<file path="src/rtl/rf_wb_arbiter_if.sv">
// Writeback arbiter bus: two writeback requesters, the issue-stage hazard
// query, the registered register-file write port and the conflict counter.
interface rf_wb_arbiter_if #(
    parameter int AW = 5,
    parameter int DW = 32,
    parameter int CW = 16
);
    // ALU writeback requester
    logic          alu_valid;
    logic          alu_ready;
    logic [AW-1:0] alu_rd;
    logic [DW-1:0] alu_data;
    // LSU writeback requester
    logic          lsu_valid;
    logic          lsu_ready;
    logic [AW-1:0] lsu_rd;
    logic [DW-1:0] lsu_data;
    // issue-stage hazard query
    logic          iss_valid;
    logic [AW-1:0] iss_rd;
    logic          iss_stall;
    logic [AW-1:0] rs1;
    logic [AW-1:0] rs2;
    logic          rs1_busy;
    logic          rs2_busy;
    // register file write port and statistics
    logic [AW-1:0] rWA;
    logic          reg_wr_en;
    logic [DW-1:0] rWData;
    logic [CW-1:0] conflict_cnt;

    // Upstream side: requesters and issue stage
    modport master (
        output alu_valid, alu_rd, alu_data,
        output lsu_valid, lsu_rd, lsu_data,
        output iss_valid, iss_rd, rs1, rs2,
        input  alu_ready, lsu_ready, iss_stall, rs1_busy, rs2_busy,
        input  rWA, reg_wr_en, rWData, conflict_cnt
    );

    // Arbiter side
    modport slave (
        input  alu_valid, alu_rd, alu_data,
        input  lsu_valid, lsu_rd, lsu_data,
        input  iss_valid, iss_rd, rs1, rs2,
        output alu_ready, lsu_ready, iss_stall, rs1_busy, rs2_busy,
        output rWA, reg_wr_en, rWData, conflict_cnt
    );
endinterface

</file>
<file path="src/rtl/rf_wb_arbiter.sv">
// Writeback arbiter for the register file's single write port, plus the
// per-register pending-write scoreboard that flags RAW/WAW hazards at issue.
//
// Handshake: ready is a same-cycle grant computed from valid. A transfer
// happens when valid && ready. Ready is never high without valid, at most one
// ready is high per cycle, and a requester left waiting holds valid, rd and
// data stable until it is granted.
module rf_wb_arbiter #(
    parameter int NREG = 32,
    parameter int AW   = 5,
    parameter int DW   = 32,
    parameter int CW   = 16
) (
    input  logic           clk,
    input  logic           rst,
    rf_wb_arbiter_if.slave bus
);

    typedef enum logic {
        GRANT_ALU = 1'b0,
        GRANT_LSU = 1'b1
    } grant_t;

    grant_t          last_grant;
    logic            alu_win;
    logic            lsu_win;
    logic [NREG-1:0] pend_q;
    logic [NREG-1:0] pend_d;
    logic            iss_stall;
    logic            iss_set;
    logic [AW-1:0]   wa_q;
    logic [DW-1:0]   wd_q;
    logic            wr_en_q;
    logic [CW-1:0]   cnt_q;
    logic            both_valid;

    assign both_valid = bus.alu_valid && bus.lsu_valid;

    // Round-robin grant: a lone requester wins; on conflict the one not granted last time wins.
    always_comb begin
        alu_win = 1'b0;
        lsu_win = 1'b0;
        if (!rst) begin
            if (both_valid) begin
                alu_win = (last_grant == GRANT_LSU);
                lsu_win = (last_grant == GRANT_ALU);
            end else begin
                alu_win = bus.alu_valid;
                lsu_win = bus.lsu_valid;
            end
        end
    end

    // Hazard lookup; pend_q[0] is never set, so index 0 always reads clear.
    assign iss_stall = bus.iss_valid && pend_q[bus.iss_rd];
    assign iss_set   = bus.iss_valid && (bus.iss_rd != '0) && !iss_stall;

    // Next scoreboard: retire the write on the port, then mark the issuing rd (set wins).
    always_comb begin
        pend_d = pend_q;
        if (wr_en_q) begin
            pend_d[wa_q] = 1'b0;
        end
        if (iss_set) begin
            pend_d[bus.iss_rd] = 1'b1;
        end
        pend_d[0] = 1'b0;
    end

    // Register the granted write, grant history, scoreboard and conflict counter.
    always_ff @(posedge clk) begin
        if (rst) begin
            last_grant <= GRANT_LSU;
            wa_q       <= '0;
            wd_q       <= '0;
            wr_en_q    <= 1'b0;
            pend_q     <= '0;
            cnt_q      <= '0;
        end else begin
            pend_q <= pend_d;
            if (alu_win) begin
                last_grant <= GRANT_ALU;
                wa_q       <= bus.alu_rd;
                wd_q       <= bus.alu_data;
                wr_en_q    <= (bus.alu_rd != '0);
            end else if (lsu_win) begin
                last_grant <= GRANT_LSU;
                wa_q       <= bus.lsu_rd;
                wd_q       <= bus.lsu_data;
                wr_en_q    <= (bus.lsu_rd != '0);
            end else begin
                wr_en_q <= 1'b0;
            end
            if (both_valid && (cnt_q != '1)) begin
                cnt_q <= cnt_q + 1'b1;
            end
        end
    end

    assign bus.alu_ready    = alu_win;
    assign bus.lsu_ready    = lsu_win;
    assign bus.iss_stall    = iss_stall;
    assign bus.rs1_busy     = pend_q[bus.rs1];
    assign bus.rs2_busy     = pend_q[bus.rs2];
    assign bus.rWA          = wa_q;
    assign bus.reg_wr_en    = wr_en_q;
    assign bus.rWData       = wd_q;
    assign bus.conflict_cnt = cnt_q;

endmodule
</file>
<file path="src/flat_wrapper.sv">
// flat-port wrapper written by rule: the top's interface ports become plain ports
module rf_wb_arbiter_flat 
#(
    parameter int NREG = 32,
    parameter int AW   = 5,
    parameter int DW   = 32,
    parameter int CW   = 16
)
  (clk, rst, bus_alu_valid, bus_alu_rd, bus_alu_data, bus_lsu_valid, bus_lsu_rd, bus_lsu_data, bus_iss_valid, bus_iss_rd, bus_rs1, bus_rs2, bus_alu_ready, bus_lsu_ready, bus_iss_stall, bus_rs1_busy, bus_rs2_busy, bus_rWA, bus_reg_wr_en, bus_rWData, bus_conflict_cnt);
  rf_wb_arbiter_if #(.AW(AW), .DW(DW), .CW(CW)) bus_i ();
  input  logic clk;
  input  logic rst;
  input wire logic [$bits(bus_i.alu_valid)-1:0] bus_alu_valid;
  input wire logic [$bits(bus_i.alu_rd)-1:0] bus_alu_rd;
  input wire logic [$bits(bus_i.alu_data)-1:0] bus_alu_data;
  input wire logic [$bits(bus_i.lsu_valid)-1:0] bus_lsu_valid;
  input wire logic [$bits(bus_i.lsu_rd)-1:0] bus_lsu_rd;
  input wire logic [$bits(bus_i.lsu_data)-1:0] bus_lsu_data;
  input wire logic [$bits(bus_i.iss_valid)-1:0] bus_iss_valid;
  input wire logic [$bits(bus_i.iss_rd)-1:0] bus_iss_rd;
  input wire logic [$bits(bus_i.rs1)-1:0] bus_rs1;
  input wire logic [$bits(bus_i.rs2)-1:0] bus_rs2;
  output wire logic [$bits(bus_i.alu_ready)-1:0] bus_alu_ready;
  output wire logic [$bits(bus_i.lsu_ready)-1:0] bus_lsu_ready;
  output wire logic [$bits(bus_i.iss_stall)-1:0] bus_iss_stall;
  output wire logic [$bits(bus_i.rs1_busy)-1:0] bus_rs1_busy;
  output wire logic [$bits(bus_i.rs2_busy)-1:0] bus_rs2_busy;
  output wire logic [$bits(bus_i.rWA)-1:0] bus_rWA;
  output wire logic [$bits(bus_i.reg_wr_en)-1:0] bus_reg_wr_en;
  output wire logic [$bits(bus_i.rWData)-1:0] bus_rWData;
  output wire logic [$bits(bus_i.conflict_cnt)-1:0] bus_conflict_cnt;
  assign bus_i.alu_valid = bus_alu_valid;
  assign bus_i.alu_rd = bus_alu_rd;
  assign bus_i.alu_data = bus_alu_data;
  assign bus_i.lsu_valid = bus_lsu_valid;
  assign bus_i.lsu_rd = bus_lsu_rd;
  assign bus_i.lsu_data = bus_lsu_data;
  assign bus_i.iss_valid = bus_iss_valid;
  assign bus_i.iss_rd = bus_iss_rd;
  assign bus_i.rs1 = bus_rs1;
  assign bus_i.rs2 = bus_rs2;
  assign bus_alu_ready = bus_i.alu_ready;
  assign bus_lsu_ready = bus_i.lsu_ready;
  assign bus_iss_stall = bus_i.iss_stall;
  assign bus_rs1_busy = bus_i.rs1_busy;
  assign bus_rs2_busy = bus_i.rs2_busy;
  assign bus_rWA = bus_i.rWA;
  assign bus_reg_wr_en = bus_i.reg_wr_en;
  assign bus_rWData = bus_i.rWData;
  assign bus_conflict_cnt = bus_i.conflict_cnt;
  rf_wb_arbiter #(.NREG(NREG), .AW(AW), .DW(DW), .CW(CW)) u_core (.clk(clk), .rst(rst), .bus(bus_i));
endmodule
</file>
<file path="config.mk">
export PLATFORM = sky130hd
export DESIGN_NAME = rf_wb_arbiter_flat
export DESIGN_NICKNAME = d
export VERILOG_FILES = /design/src/rtl/rf_wb_arbiter_if.sv /design/src/rtl/rf_wb_arbiter.sv /design/src/flat_wrapper.sv
export SDC_FILE = /design/constraint.sdc
export NUM_CORES = 1
export LEC_CHECK = 0
export CORE_UTILIZATION = 48
export DETAILED_ROUTE_END_ITERATION = 8
export GPL_TIMING_DRIVEN = 0
export PLACE_DENSITY = 0.81
export SKIP_CTS_REPAIR_TIMING = 1
export SLEW_MARGIN = 20
export SYNTH_ARGS = -nofsm -noshare
export SYNTH_HDL_FRONTEND = slang
export SYNTH_SLANG_ARGS = --single-unit
</file>
<file path="constraint.sdc">
create_clock -name clk -period 3.2 [get_ports clk]
set_clock_uncertainty 0.2 [all_clocks]
set_input_delay 0.64 -clock clk [delete_from_list [all_inputs] [get_ports clk]]
set_output_delay 0.64 -clock clk [all_outputs]
set_load 0.05 [all_outputs]
</file>
* Word-level counts from Yosys, hierarchy flattened *
Index checks and enable logic that the tools add are counted.

cells by class
  $add $sub $neg = 1
  order comparisons = 6
  eq/ne operators = 1
  mux-type cells = 24
  bitwise operators = 4
  reduce and logical (&&, ||, !) cells = 12

operators with widths
  kind                   number
  $mux 32                4
  $and 32x32->32         1
  $not 32->32            1
  $or 32x32->32          1
  $lt 5x6->1 const B     4
  $add 16x1->16 const B  1
  $ne 16x16->1 const B   1
  $bmux 1 s5             3
  $reduce_bool 5->1      3
  $mux 1                 13
  $demux 1 s5            2
  $ge 5x1->1 const B     2
  $mux 5                 2
  $logic_and 1x1->1      7
  $reduce_bool 2->1      1
  $logic_not 1->1        1
  $not 1->1              1

storage, ports and cells
  bits in registers = 87
  logic and storage cells = 55

* Depth between registers and ports, before layout *
  depth in word-level cells = 9
  depth in mapped cells = 9
  depth with buffers taken out = 6

* Least setup slack after synthesis *
Ideal clock, no wire load.

  path kind = input-to-output
  start point = in bus_iss_rd[4]
  end point = out bus_iss_stall
  data arrival time = 2.581 ns
  data required time = 2.360 ns
  setup slack = -0.221 ns
  stages = 5
  path buffers = 1
  path through = clkbuf_2 or3b_1 o32ai_1 nor2_1 a41oi_1

between the ends
  longest elaborated chain between the ends = 3

RTL lines
  element                       line                 RTL
  start: declaration            flat_wrapper.sv:20   input wire logic [$bits(bus_i.iss_rd)-1:0] bus_iss_rd;
  $bmux 1 s5                    rf_wb_arbiter.sv:55  assign iss_stall = bus.iss_valid && pend_q[bus.iss_rd];
  $mux 1 (not written as such)  rf_wb_arbiter.sv:55
  $logic_and 1x1->1             rf_wb_arbiter.sv:55
  end: declaration              flat_wrapper.sv:25   output wire logic [$bits(bus_i.iss_stall)-1:0] bus_iss_stall;

No other way between the ends. The select of a mux whose other input is x is not followed.

* Worst setup path in the final report *
  start point = in bus_iss_rd[1]
  end point = out bus_iss_stall

The elaborated chain is that of the path after synthesis.

==> out/results.tsv <==
metric	value	unit
status	finished, violations left	
violations	negative setup slack	
rsz0062_at_grt	true	
synth_top_area_share	34.3	%
post_drt_wl_per_cell	19.6	um
mostFrequentLayoutCells	clkdlybuf4s50_1 (138), dfxtp_1 (86), nor2_1 (63), mux2i_1 (54), a211oi_1 (36)	
timing.fmax	0.307	GHz
critPathLaunchType	input pin	
grt_antenna_before_repair	0	
cts_buffers	9	
ioPinCount	153	
ys_types	59	
cp.required	2.36	ns
slowest_stage	clkdlybuf4s50_1	
intPower	1.80	mW
hold_class	flop to flop	
use_met3	9.59	%
maxSlewViolCount	0	
synth.area.top_cells	dfxtp_1 (34%), mux2i_1 (11%), mux4_2 (7.2%)	
fin_tns_setup	-0.0595	ns
swShare	31.9	%
synth_nets	641	
switching_power	843	uW
p_clk_share	29.8	%
drt_iter0_markers	307	
synth_edf_count	0	
routed-via-count	5063	
clock_path_buffers	2	
irDropWorstVdd	0.249	mV
syn_area_per_cell	9.19	sq um
track_usage	30.6	%
p_total	2.65	mW
diodes	0	
fin_util	70.1	%
clkLatencyLatePin	0.36	ns
fin_crit_sh	102	%
critPathArrivalTime	2.42	ns
ant_nets	0	
place_hpwl	12600	um
layout_commonest_cell	clkdlybuf4s50_1	
async_flop_share	0	%
drc_errors	0	
dpl.cell_count	825	
setup_ws	-0.0595	ns
worstMarginPinSlew	0.667	ns
crit_path_max_fanout	10	
power_density	379	nW/um^2
worst_r2r_startpoint	u_core.bus.conflict_cnt[0]	
setup.worst_path.start	bus_iss_rd[1]	
layout-drive-gt1-share	14.1	%
fp.coreArea	9950	sq um
setup_viol	1	
nets	800	
io_buffer_count	146	
cts_tree	yes	
endpoint_kind	primary output	
ys.flop_type	dfxtp_1	
leakage	2.50	nW
row_count	36	
use_met2	51.5	%
slew_headroom	55.5	%
path_cells	clkdlybuf4s50_1 -> buf_4 -> mux2i_1 -> o32ai_2 -> nor2_2 -> a41oi_2 -> buf_6	
critical-path-top-delay-family	buffers and inverters	
met1_usage	36.4	%
grt_pass1_vias	5070	
seq_power_share	43.7	%
slowest_delay	0.55	ns
initial_utilization	50.4	%
combPwrFrac	26.5	%
area_delta_synth_final	39.0	%
syn_area	5020	sq um
die_h	104	um
hold_start	u_core.pend_q[2]	
die_w	104	um
cts_root_buf	clkbuf_8	
grt_overflow	0	
grt_max_degree	14	
synth-seq-area-share	34.3	%
vias_per_cell	6.01	
synth_area_leader_cell	dfxtp_1	
busiest_layer	met2	
maxCapViolations	0	
synthCells	546	
drtPass1Iterations	6	
finalHoldViolations	0	
dieArea	10900	sq um
fin_crit	3.26	ns
wl	16500	um
grt_pass1_wl	26300	um
cts_sinks	86	
yosys_warnings	0	
final_cells	843	
worst-setup-path-type	input pin to primary output	
place.gp.congestion	0.899	
cp_num_buf_inv	3	
ys_ff_latch	86	
path_clk_slew	0.09	ns
h-tree-depth	3	
## routing by layer
layer  vias to the layer above  routed length (um)
li1                       2343                   -
met1                      2435                6500
met2                       248                7960
met3                        37                1610
met4                         0                 463
met5                         -                   0
## worst register-to-register path, stage by stage (launching register included)
cell      delay, ns
dfxtp_1        0.41
ha_1           0.24
nand2_1        0.10
nor4_4         0.46
a211oi_2       0.22
nand3_1        0.14
mux2_2         0.33
## state kept, by name (all words and copies together) (netlist names)
name	count
u_core.last_grant	1
u_core.bus.rWA	5
u_core.bus.rWData	32
u_core.pend_q	31
u_core.bus.reg_wr_en	1
u_core.bus.conflict_cnt	16
## power by group through the flow
stage	logic [mW]	clock network [mW]	registers (mW)
floorplan	0.251	0	1.32
CTS	0.687	0.791	1.16
detailed placement	0.684	0	1.18
finish	0.701	0.789	1.16
global placement	0.673	0	1.18
global route	0.737	0.828	1.16
## synth_stat cells (2+ instances only)
master	number
a2111oi_0	6
a211oi_1	36
a21boi_0	2
a21o_1	3
a21oi_1	15
a221oi_1	2
a31oi_1	2
and2_1	2
and3_1	4
buf_1	3
buf_2	11
buf_6	4
clkbuf_1	24
dfxtp_1	86
inv_1	16
mux2_2	5
mux2i_1	54
mux4_2	16
nand2_1	32
nand2b_1	3
nand3_1	9
nand3b_1	21
nand4_1	5
nor2_1	64
nor2b_1	17
nor3_1	5
nor3b_1	8
o211ai_1	2
o21ai_0	17
o21ai_1	5
o22ai_1	3
o31ai_1	11
o31ai_2	10
o32ai_1	2
o41ai_1	3
o41ai_2	2
or3_1	2
or3b_2	2
or4_1	3
or4b_1	2
xnor2_1	9
## cells by family (layout without fill, tap and decap cells)
kind of cell | after synthesis | count (layout) | synth area share, %
fa+ha+maj | 1 | 1 | 0.249
buf+inv | 60 | 224 | 5.71
simple gates | 189 | 189 | 20.2
compound gates | 126 | 126 | 18.9
mux | 75 | 75 | 19.1
flops | 86 | 86 | 34.3
xor+xnor | 9 | 9 | 1.57
## through the flow
step	cell area (sq um)	setup WS [ns]	hold WS (ns)
after floorplan	5020	0.0456	0.256
after detailed placement	6650	-1.24	0.292
after global placement	6650	-1.22	0.280
after CTS	6860	-1.27	0.305
after global routing	6970	-0.113	0.335
final	6970	-0.0595	0.308
## worst paths after layout
path	endpoint	slack, ns	depth (start not counted)
worst max-delay path	bus_iss_stall	-0.06	7
worst min-delay path	u_core.pend_q[2]	0.31	2
worst max register to register	u_core.bus.conflict_cnt[11]	1.00	6
worst min register to register	u_core.pend_q[2]	0.31	2
## area by class of cell
| class | count | area, sq um |
|---|---|---|
| plain buffers | 41 | 258 |
| clock buffers | 14 | 193 |
| clock inverters | 2 | 12.5 |
| fillers | 771 | 2980 |
| inverters | 16 | 60.1 |
| multi-input cells | 400 | 3070 |
| flip-flops and latches | 86 | 1720 |
| well taps | 133 | 166 |
| repair buffers | 151 | 1490 |
(Power assumes the default switching activity.)
